[src/rtl/pc_pkg.sv]
// Shared definitions for the fetch PC sequencer: opcodes, next-PC select codes,
// FSM states and the reset/interrupt default addresses.
package pc_pkg;

    localparam logic [5:0] OP_BEQ = 6'b000100;
    localparam logic [5:0] OP_BNE = 6'b000101;
    localparam logic [5:0] OP_J   = 6'b000010;

    localparam logic [1:0] PCSRC_SEQ = 2'b00;
    localparam logic [1:0] PCSRC_IRQ = 2'b01;
    localparam logic [1:0] PCSRC_EX  = 2'b10;
    localparam logic [1:0] PCSRC_ID  = 2'b11;

    typedef enum logic [1:0] {
        S_BOOT,
        S_FETCH,
        S_WAIT,
        S_PEND
    } state_t;

    localparam logic [31:0] RESET_PC_DEF = 32'h0000_0000;
    localparam logic [31:0] IRQ_VEC_DEF  = 32'h0000_0080;

    function automatic logic [31:0] jump_target(input logic [31:0] pc4, input logic [25:0] idx);
        return {pc4[31:28], idx, 2'b00};
    endfunction

endpackage

[src/rtl/pc_next_mux.sv]
// Next-PC select: picks the sequential, EX redirect, ID jump or interrupt
// target according to the pcsrc code.
module pc_next_mux
    import pc_pkg::*;
(
    input  logic [1:0]  pcsrc,
    input  logic [31:0] pc4,
    input  logic [31:0] ex_target,
    input  logic [31:0] id_target,
    input  logic [31:0] irq_vec,
    output logic [31:0] next_pc
);

    always_comb begin
        case (pcsrc)
            PCSRC_EX:  next_pc = ex_target;
            PCSRC_ID:  next_pc = id_target;
            PCSRC_IRQ: next_pc = irq_vec;
            default:   next_pc = pc4;
        endcase
    end

endmodule

[src/rtl/pc_sequencer.sv]
// Fetch PC owner for the 5-stage pipeline: PC register, imem handshake FSM,
// redirect arbitration and IF/ID, ID/EX control. Optional IRQ via PCSEQ_IRQ_EN.
module pc_sequencer
    import pc_pkg::*;
#(
    parameter logic [31:0] RESET_PC = RESET_PC_DEF,
    parameter logic [31:0] IRQ_VEC  = IRQ_VEC_DEF,
    parameter int unsigned STALL_CW = 16
) (
    input  logic                clk,
    input  logic                rst_n,
    input  logic [5:0]          id_op,
    input  logic [31:0]         id_pc4,
    input  logic [25:0]         id_jidx,
    input  logic [5:0]          ex_op,
    input  logic                ex_zero,
    input  logic                ex_jr,
    input  logic [31:0]         ex_btarget,
    input  logic [31:0]         ex_rs,
    input  logic                load_use,
    input  logic                imem_ready,
    input  logic                irq,
    output logic                imem_req,
    output logic [31:0]         imem_addr,
    output logic [31:0]         pc4_out,
    output logic                if_id_en,
    output logic                if_id_flush,
    output logic                id_ex_flush,
    output logic [1:0]          pcsrc,
    output logic [STALL_CW-1:0] stall_cnt,
    output logic                irq_ack,
    output logic [31:0]         epc
);

    localparam logic [STALL_CW-1:0] STALL_ONE = 1;

    state_t      state;
    logic [31:0] pc;
    logic [31:0] pend_pc;
    logic [31:0] next_pc;
    logic [31:0] ex_target;
    logic [31:0] id_target;
    logic        ex_redir;
    logic        id_jump;
    logic        irq_take;
    logic        redirect;
    logic        hold;
    logic        fetch_active;

    assign ex_redir     = ((ex_op == OP_BEQ) && ex_zero) || ((ex_op == OP_BNE) && !ex_zero) || ex_jr;
    assign id_jump      = (id_op == OP_J);
    assign fetch_active = (state == S_FETCH) || (state == S_WAIT);
    assign ex_target    = ex_jr ? ex_rs : ex_btarget;
    assign id_target    = jump_target(id_pc4, id_jidx);

    assign imem_addr = pc;
    assign pc4_out   = pc + 32'd4;
    assign if_id_en  = fetch_active && imem_ready && !load_use;

`ifdef PCSEQ_IRQ_EN
    logic irq_mask;

    assign irq_take = fetch_active && irq && !irq_mask && !ex_redir;

    // Mask stays set while the request line is held so a level irq is taken once.
    always_ff @(posedge clk or negedge rst_n) begin
        if (!rst_n) begin
            irq_ack  <= 1'b0;
            epc      <= '0;
            irq_mask <= 1'b0;
        end else begin
            irq_ack <= irq_take;
            if (irq_take) begin
                epc      <= id_pc4 - 32'd4;
                irq_mask <= 1'b1;
            end else if (!irq) begin
                irq_mask <= 1'b0;
            end
        end
    end
`else
    logic unused_irq;

    assign irq_take   = 1'b0;
    assign irq_ack    = 1'b0;
    assign epc        = '0;
    assign unused_irq = &{1'b0, irq, id_pc4[27:0]};
`endif

    always_comb begin
        pcsrc       = PCSRC_SEQ;
        if_id_flush = 1'b0;
        id_ex_flush = 1'b0;
        redirect    = 1'b0;
        hold        = 1'b0;
        case (state)
            S_BOOT: begin
                if_id_flush = 1'b1;
                id_ex_flush = 1'b1;
            end
            S_FETCH, S_WAIT: begin
                if (ex_redir) begin
                    pcsrc       = PCSRC_EX;
                    if_id_flush = 1'b1;
                    id_ex_flush = 1'b1;
                    redirect    = 1'b1;
                end else if (irq_take) begin
                    pcsrc       = PCSRC_IRQ;
                    if_id_flush = 1'b1;
                    id_ex_flush = 1'b1;
                    redirect    = 1'b1;
                end else if (load_use) begin
                    id_ex_flush = 1'b1;
                    hold        = 1'b1;
                end else if (id_jump) begin
                    pcsrc       = PCSRC_ID;
                    if_id_flush = 1'b1;
                    redirect    = 1'b1;
                end
            end
            S_PEND: begin
                if_id_flush = imem_ready;
            end
            default: begin
                if_id_flush = 1'b1;
                id_ex_flush = 1'b1;
            end
        endcase
    end

    pc_next_mux u_next_mux (
        .pcsrc     (pcsrc),
        .pc4       (pc4_out),
        .ex_target (ex_target),
        .id_target (id_target),
        .irq_vec   (IRQ_VEC),
        .next_pc   (next_pc)
    );

    // A redirect seen while imem is busy is parked in pend_pc so the live
    // fetch address never changes mid-transaction.
    always_ff @(posedge clk or negedge rst_n) begin
        if (!rst_n) begin
            state     <= S_BOOT;
            pc        <= RESET_PC;
            pend_pc   <= RESET_PC;
            imem_req  <= 1'b0;
            stall_cnt <= '0;
        end else begin
            if ((state != S_BOOT) && !if_id_en && (stall_cnt != '1))
                stall_cnt <= stall_cnt + STALL_ONE;
            case (state)
                S_BOOT: begin
                    state    <= S_FETCH;
                    imem_req <= 1'b1;
                end
                S_FETCH, S_WAIT: begin
                    if (imem_ready) begin
                        state <= S_FETCH;
                        if (!hold)
                            pc <= next_pc;
                    end else if (redirect) begin
                        pend_pc <= next_pc;
                        state   <= S_PEND;
                    end else begin
                        state <= S_WAIT;
                    end
                end
                S_PEND: begin
                    if (imem_ready) begin
                        pc    <= pend_pc;
                        state <= S_FETCH;
                    end
                end
                default: state <= S_BOOT;
            endcase
        end
    end

endmodule
[config.mk]
export PLATFORM = sky130hd
export DESIGN_NAME = pc_sequencer
export DESIGN_NICKNAME = d
export VERILOG_FILES = /design/src/rtl/pc_pkg.sv /design/src/rtl/pc_next_mux.sv /design/src/rtl/pc_sequencer.sv
export SDC_FILE = /design/constraint.sdc
export NUM_CORES = 1
export LEC_CHECK = 0
export ABC_AREA = 1
export CAP_MARGIN = 25
export CORE_ASPECT_RATIO = 1.4
export CORE_MARGIN = 5
export CORE_UTILIZATION = 25
export DETAILED_ROUTE_END_ITERATION = 8
export GPL_TIMING_DRIVEN = 0
export SKIP_LAST_GASP = 1
export SLEW_MARGIN = 20
export SYNTH_ARGS = -nofsm -noshare
export SYNTH_HDL_FRONTEND = slang
export SYNTH_HIERARCHICAL = 1
export SYNTH_SLANG_ARGS = --single-unit
[constraint.sdc]
create_clock -name clk -period 4.5 [get_ports clk]
set_clock_uncertainty 0.2 [all_clocks]
set_input_delay 0.45 -clock clk [delete_from_list [all_inputs] [get_ports clk]]
set_output_delay 0.45 -clock clk [all_outputs]
set_load 0.02 [all_outputs]
==> out/qor.json, run 1 <==
{
  "status": "finished clean",
  "startpoint": "imem_addr[2]$_DFFE_PN0P_",
  "cts.path.max_buffers": 2,
  "area_of_the_multi_input_gates_um2": 4040,
  "tightest_slew_ns": 0.691,
  "worstSetupStartpointType": "flop",
  "end_of_flow_core_utilization_pct": 36.6,
  "die-area_um2": 29800,
  "final_global_route_overflow_total": 0,
  "layout_common_cells": "nand2_1, clkdlybuf4s50_1, nand3_1",
  "via_count_of_the_first_global_routing_pass": 7802,
  "detail_route.drc_violations": 0,
  "finish.instance_area_um2": 9550,
  "place.port_buffers": 196,
  "final_period_minus_worst_setup_slack_ns": 3.63,
  "cts_num_sinks": 83,
  "cts_made_buffers": 9,
  "dpl_worst_slack_ns": 0.971,
  "layout.cells.most_common": "nand2_1",
  "maxSlewViolCount": 0,
  "cp_data_required_time_ns": 3.85,
  "finalWorstSetupSlack_ns": 0.872,
  "total_leakage_power_uw": 0.00460,
  "final.period_utilization_pct": 80.6,
  "vias": 7830,
  "synth_top_area_share_pct": 31.5,
  "hold_path_startpoint": "pend_pc[28]$_DFFE_PN0P_",
  "timing.critical_path.fanout_max": 6,
  "rsz0062_at_grt": "false",
  "ctsHtreeMaxLevel": 3,
  "clk_tree_root_cell": "clkbuf_16",
  "slew_headroom_pct": 53.9,
  "hp-class": "flop to flop",
  "cells_along_the_critical_path": "ha_1 > inv_1 > nor3_1 > nand3_1 > nor2_1 > nand2_1 > nand2_1 > clkdlybuf4s50_1",
  "end_kind": "output pin",
  "cpMostUsedCell": "nand2_1",
  "critical_path.reg2reg.startpoint": "imem_addr[2]$_DFFE_PN0P_",
  "timing.critical_path.to": "pc4_out[20]",
  "post_drt_wl_per_cell_um": 16.6,
  "cts_tree": "yes",
  "detail_route.vias_per_cell": 4.66,
  "yosys_register_bits": 83,
  "initial_core_utilization_pct": 25.3,
  "die-width_um": 147,
  "detailedRoute.firstIterationViolations": 534,
  "globalRouteTotalUtil_pct": 18.4,
  "grt_first_pass_wirelength_um": 43000,
  "final_layout_size_suffix_gt1_share_pct": 7.15,
  "powerDensity_nw_per_um2": 511,
  "power.ir.vdd_worst_mv": 0.293,
  "yosysWarningCount": 6,
  "path_clk_slew_ns": 0.07,
  "timing_worst_setup_path_type": "flop to output pin",
  "cts_post_setup_buffers_inserted": 0,
  "core.rowCount": 70,
  "sequential_area_um2": 2080,
  "postSynthAreaPerCell_um2": 6.12,
  "drt-total-wl_um": 27900,
  "clock_insertion_delay_worst_skew_ns": 0.36,
  "timing.reg2reg.worst_path_depth": 12,
  "syn-cell-area_um2": 6600,
  "netlist.top_cell.by_area": "dfrtp_1",
  "first_pass_iters": 6,
  "cpPeakStageDelay_ns": 0.64,
  "finalSetupViolations": 0,
  "area_growth_pct": 44.8,
  "core-area_um2": 26100,
  "synth_area_leaders": "dfrtp_1, nand2_1, nand3_1, buf_4, nor2_1",
  "final.fill_count": 2860,
  "timing.rr.end": "imem_addr[24]$_DFFE_PN0P_",
  "crit_arrival_ns": 2.98,
  "finalSetupTns_ns": 0,
  "die-height_um": 202,
  "maxCapViolations": 0,
  "grt_antenna_before_repair": 0,
  "postPlaceCellArea_um2": 9240,
  "netlist-cell-type-count": 27,
  "grt_start_max_net_pins": 60,
  "netlist_instances": 1077,
  "max_clock_freq_mhz": 276,
  "io-pin-count": 260,
  "ant_nets": 0,
  "finalHoldViolations": 0,
  "dp.final_hpwl_um": 22300,
  "routabilityCongestion": 0.939,
  "r2r_slack_ns": 1.64,
  "critical_path.slowest_cell": "clkdlybuf4s50_1",
  "nNetsFinal": 1497,
  "sequential_fraction_of_the_synthesis_area_pct": 31.5,
  "antennaDiodeCount": 0
}
==> cells in the mapped netlist <==
cell type	instances
nand2_1	515
nand3_1	174
dfrtp_1	83
nor2_1	66
buf_4	49
inv_1	41
nand4_1	38
clkbuf_1	22
buf_2	20
xor2_1	14
nor3_1	10
xnor2_1	10
o21ai_0	9
ha_1	5
nand3b_1	5
a21oi_1	3
conb_1	2
inv_2	2
a21oi_2	1
buf_6	1
nand2_4	1
nand3_2	1
nor2_2	1
nor2_4	1
o21ai_4	1
o21bai_1	1
or2_2	1
==> critical path: cells and delay by family, from the launching register on <==
kind / cells / cell delay [ns]
flip-flops: 1 / 0.52
buffers and inverters: 2 / 0.73
AND/OR/NAND/NOR: 5 / 1.10
adder cells (fa/ha/maj): 1 / 0.27
==> state kept, by name, indices dropped and copies added (netlist names) <==
signal / cells
imem_addr: 32
imem_req: 1
pend_pc: 32
stall_cnt: 16
state: 2
==> worst min-delay path by stage <==
| stage | cells past startpoint | slack (ns) | endpoint |
|---|---|---|---|
| floorplan | 0 | -0.05 | imem_addr[0]$_DFFE_PN0P_ |
| global route | 2 | 0.29 | pend_pc[7]$_DFFE_PN0P_ |
| global placement | 2 | 0.25 | pend_pc[25]$_DFFE_PN0P_ |
| finish | 2 | 0.27 | pend_pc[28]$_DFFE_PN0P_ |
| CTS | 2 | 0.27 | pend_pc[24]$_DFFE_PN0P_ |
| detailed placement | 1 | 0.13 | pend_pc[5]$_DFFE_PN0P_ |
==> area by class of cell <==
class / instances / area share, %
sequential: 83 / 21.7
timing repair buffer: 198 / 20.9
inverter: 43 / 1.69
clock inverter: 7 / 0.864
multi-input combinational: 924 / 42.3
buffer: 92 / 5.88
clock buffer: 9 / 2.36
tap: 324 / 4.24
==> cell families (layout without fill, tap and decap cells) <==
family | count (synthesis) | in the layout | synth area share (%)
compound gates | 15 | 15 | 1.40
other cells | 2 | 67 | 0.114
fa+ha+maj | 5 | 5 | 0.949
buf+inv | 135 | 349 | 11.0
simple gates | 813 | 813 | 51.9
xor+xnor | 24 | 24 | 3.19
flops | 83 | 83 | 31.5
==> stage by stage <==
stage / cells / hold WS [ns] / power [uW]
finish: 1680 / 0.273 / 4880
global route: 1680 / 0.292 / 5230
CTS: 1680 / 0.275 / 4890
detailed placement: 1663 / 0.135 / 4090
global placement: 1662 / 0.253 / 4060
floorplan: 1142 / -0.0456 / 2860
==> routing by layer <==
layer / global-route usage, % / up-vias / routed length (um)
li1: - / 3899 / -
met1: 21.0 / 3537 / 10700
met2: 33.2 / 328 / 14000
met3: 4.08 / 66 / 2180
met4: 7.30 / 0 / 972
met5: 0 / - / 0
==> power breakdown <==
part	internal [uW]	leakage, uW	switching, uW
clock	440	0.000145	355
sequential	1020	0.00108	296
combinational	1070	0.00338	1700
==> timing repair <==
item                                    in CTS  in global routing
resized for setup                            0                  0
endpoints found under the hold margin       24                  0
endpoints found under the setup margin       0                  0
hold buffers                                 1                  0
Note: power is estimated with default switching activity, not from simulation.
==> run 2, diff against run 1 <==
- clock period: 4.5 -> 3.79 ns (I/O delays scaled with it)
==> results of run 2 <==
The final DEF is identical to that of run 1. Status: finished clean.
Among the figures that moved: setup slack after placement 0.971 ns -> 0.332 ns; setup slack after layout 0.872 ns -> 0.233 ns; hold slack 0.273 ns -> 0.262 ns; register-to-register setup slack 1.64 ns -> 0.93 ns; total power 4880 uW -> 5790 uW; worst IR drop on VDD 0.293 mV -> 0.348 mV
==> RTL change, RTL diff (config.mk and constraints of run 2) <==
Build with the macro `PCSEQ_IRQ_EN` defined.
--- a/src/rtl/pc_sequencer.sv
+++ b/src/rtl/pc_sequencer.sv
@@ -1,4 +1,6 @@
 // Fetch PC owner for the 5-stage pipeline: PC register, imem handshake FSM,
 // redirect arbitration and IF/ID, ID/EX control. Optional IRQ via PCSEQ_IRQ_EN.
+`define PCSEQ_IRQ_EN
+
 module pc_sequencer
     import pc_pkg::*;
Formal check against the unedited RTL: not equivalent (a bounded check fails within 4 cycles, from zero or initial values and one cycle with rst_n low).
==> RTL change against run 2 <==
Worst setup slack worse by 0.048 ns; wire length is 25% higher; total power increased by 52%; sequential cell count grew 34; first-iteration DRC count down 7.5%; synthesized cell count increased by 21%; core utilization is 0.39 points higher; synthesized area up 26%; design area up 28%; combinational power increased by 51%; clock power grew 73%.
==> RTL change: results (changes against run 2) <==
run_status: "finished clean"
grt_max_degree: 70  # +17%
finish.net_count: 1757  # +17%
nClkBuffers: 24  # +15
worst_pin_slew_ns: 0.909  # +0.218 ns
multi_input_gates: 1080  # +17%
ir_worst_vdd_mv: 0.346  # -0.58%
clk-insertion-delay-late_ns: 0.43  # +0.07 ns
final.setup.worst_slack_ns: 0.185  # -0.0478 ns
synth_top_cells_by_count: "579 x sky130_fd_sc_hd__nand2_1, 191 x sky130_fd_sc_hd__nand3_1, 117 x sky130_fd_sc_hd__dfrtp_1"
synth_cell_type_count: 32  # +19%
setup.worst_path.start: "imem_addr[9]$_DFFE_PN0P_"
postSynthCellCount: 1299  # +21%
bufAreaShareNonClock_pct: 24.5  # -2.4 points
fillers: 3600  # +26%
ff_latch_area_um2: 2930  # +41%
h-tree-depth: 4  # +1
ff2ff_setup_slack_ns: 0.55  # -0.38 ns
worstReg2RegStart: "state[0]$_DFFE_PN0N_"
mean_number_of_vias_per_cell: 4.60  # -1.3%
cellLeakagePower_nw: 5.66  # +23%
synth.top_cells.by_area: "sky130_fd_sc_hd__dfrtp_1 35%, sky130_fd_sc_hd__nand2_1 26%, sky130_fd_sc_hd__nand3_1 11%"
clock_sink_count: 117  # +41%
r2r_cells: 16  # +4
worstPathArrival_ns: 3.03  # +0.05 ns
global_route_wire_length_before_repair_mm: 52.6  # +22%
end_of_the_worst_register_to_register_path: "imem_addr[30]$_DFFE_PN0P_"
placement.io_buffers: 258  # +32%
final_cell_count_no_fill: 2068  # +23%
min-delay-path-class: "reg -> reg"
dp_hpwl_mm: 28.5  # +28%
## RTL change: cell count changes after synthesis, sizes merged, moves of 2 or more
cell	change
buf	-14
clkbuf	-12
dfrtp	+34
inv	+25
nand2	+65
nand3	+17
nand3b	+2
nand4	+9
nor2	+35
nor3	+14
o21ai	+16
o21bai	+2
xnor2	+5
xor2	+20
## RTL change: how the worst min path moves through the flow
stage | slack (ns) | cells past startpoint | startpoint | end
detailed placement | 0.15 | 1 | rst_n | imem_addr[5]$_DFFE_PN0P_
floorplan | -0.12 | 0 | rst_n | epc[0]$_DFFE_PN0P_
global route | 0.28 | 2 | pend_pc[30]$_DFFE_PN0P_ | pend_pc[30]$_DFFE_PN0P_
finish | 0.26 | 1 | imem_req$_DFFE_PN0N_ | imem_req$_DFFE_PN0N_
global placement | 0.25 | 2 | pend_pc[18]$_DFFE_PN0P_ | pend_pc[18]$_DFFE_PN0P_
CTS | 0.26 | 3 | id_pc4[0] | epc[0]$_DFFE_PN0P_
## RTL change: per-layer routing
metal	GRT usage (%)	vias up	routed length, um
met4	7.17	0	1140
li1	-	4761	-
met1	21.2	4359	13800
met2	32.2	335	17100
met3	5.51	58	2840
met5	0	-	0
## RTL change: through the flow
stage                     total power, mW  area, um^2  setup TNS (ns)
final                                8.79       12200               0
after global routing                 9.42       12200               0
after CTS                            8.86       12200               0
after detailed placement             7.18       11600               0
after global placement               7.13       11600         -318.94
after floorplan                      4.99        8440               0
## RTL change: worst max-delay path, stage by stage, from the launching register on
cell                              delay [ns]
sky130_fd_sc_hd__dfrtp_1                0.48
sky130_fd_sc_hd__nand2_1                0.14
sky130_fd_sc_hd__nor3_1                 0.42
sky130_fd_sc_hd__nand2_1                0.17
sky130_fd_sc_hd__nor2_1                 0.28
sky130_fd_sc_hd__nand2_1                0.15
sky130_fd_sc_hd__xor2_1                 0.26
sky130_fd_sc_hd__clkdlybuf4s50_1        0.68
## RTL change: what timing repair did
action / CTS / global route
endpoints found under the hold margin: 48 / 0
hold buffers: 1 / 0
buffers inserted: 0 / 0
gates resized for setup: 0 / 2
endpoints found under the setup margin: 0 / 2
## RTL change: power by group
part / switching (mW) / internal, mW / leakage, nW
Combinational: 3.07 / 1.91 / 3.87
Clock: 0.596 / 1.03 / 0.282
Sequential: 0.445 / 1.73 / 1.50
Total: 4.11 / 4.68 / 5.66
## RTL change: cells by family (layout without fill, tap and decap cells)
kind of cell / after synthesis / after routing / synth area share, %
xor+xnor: 49 / 49 / 5.16
buf+inv: 134 / 426 / 7.46
simple gates: 956 / 956 / 49.0
flops: 117 / 117 / 35.2
compound gates: 35 / 35 / 2.23
other cells: 2 / 34 / 0.0903
fa+ha+maj: 6 / 6 / 0.903
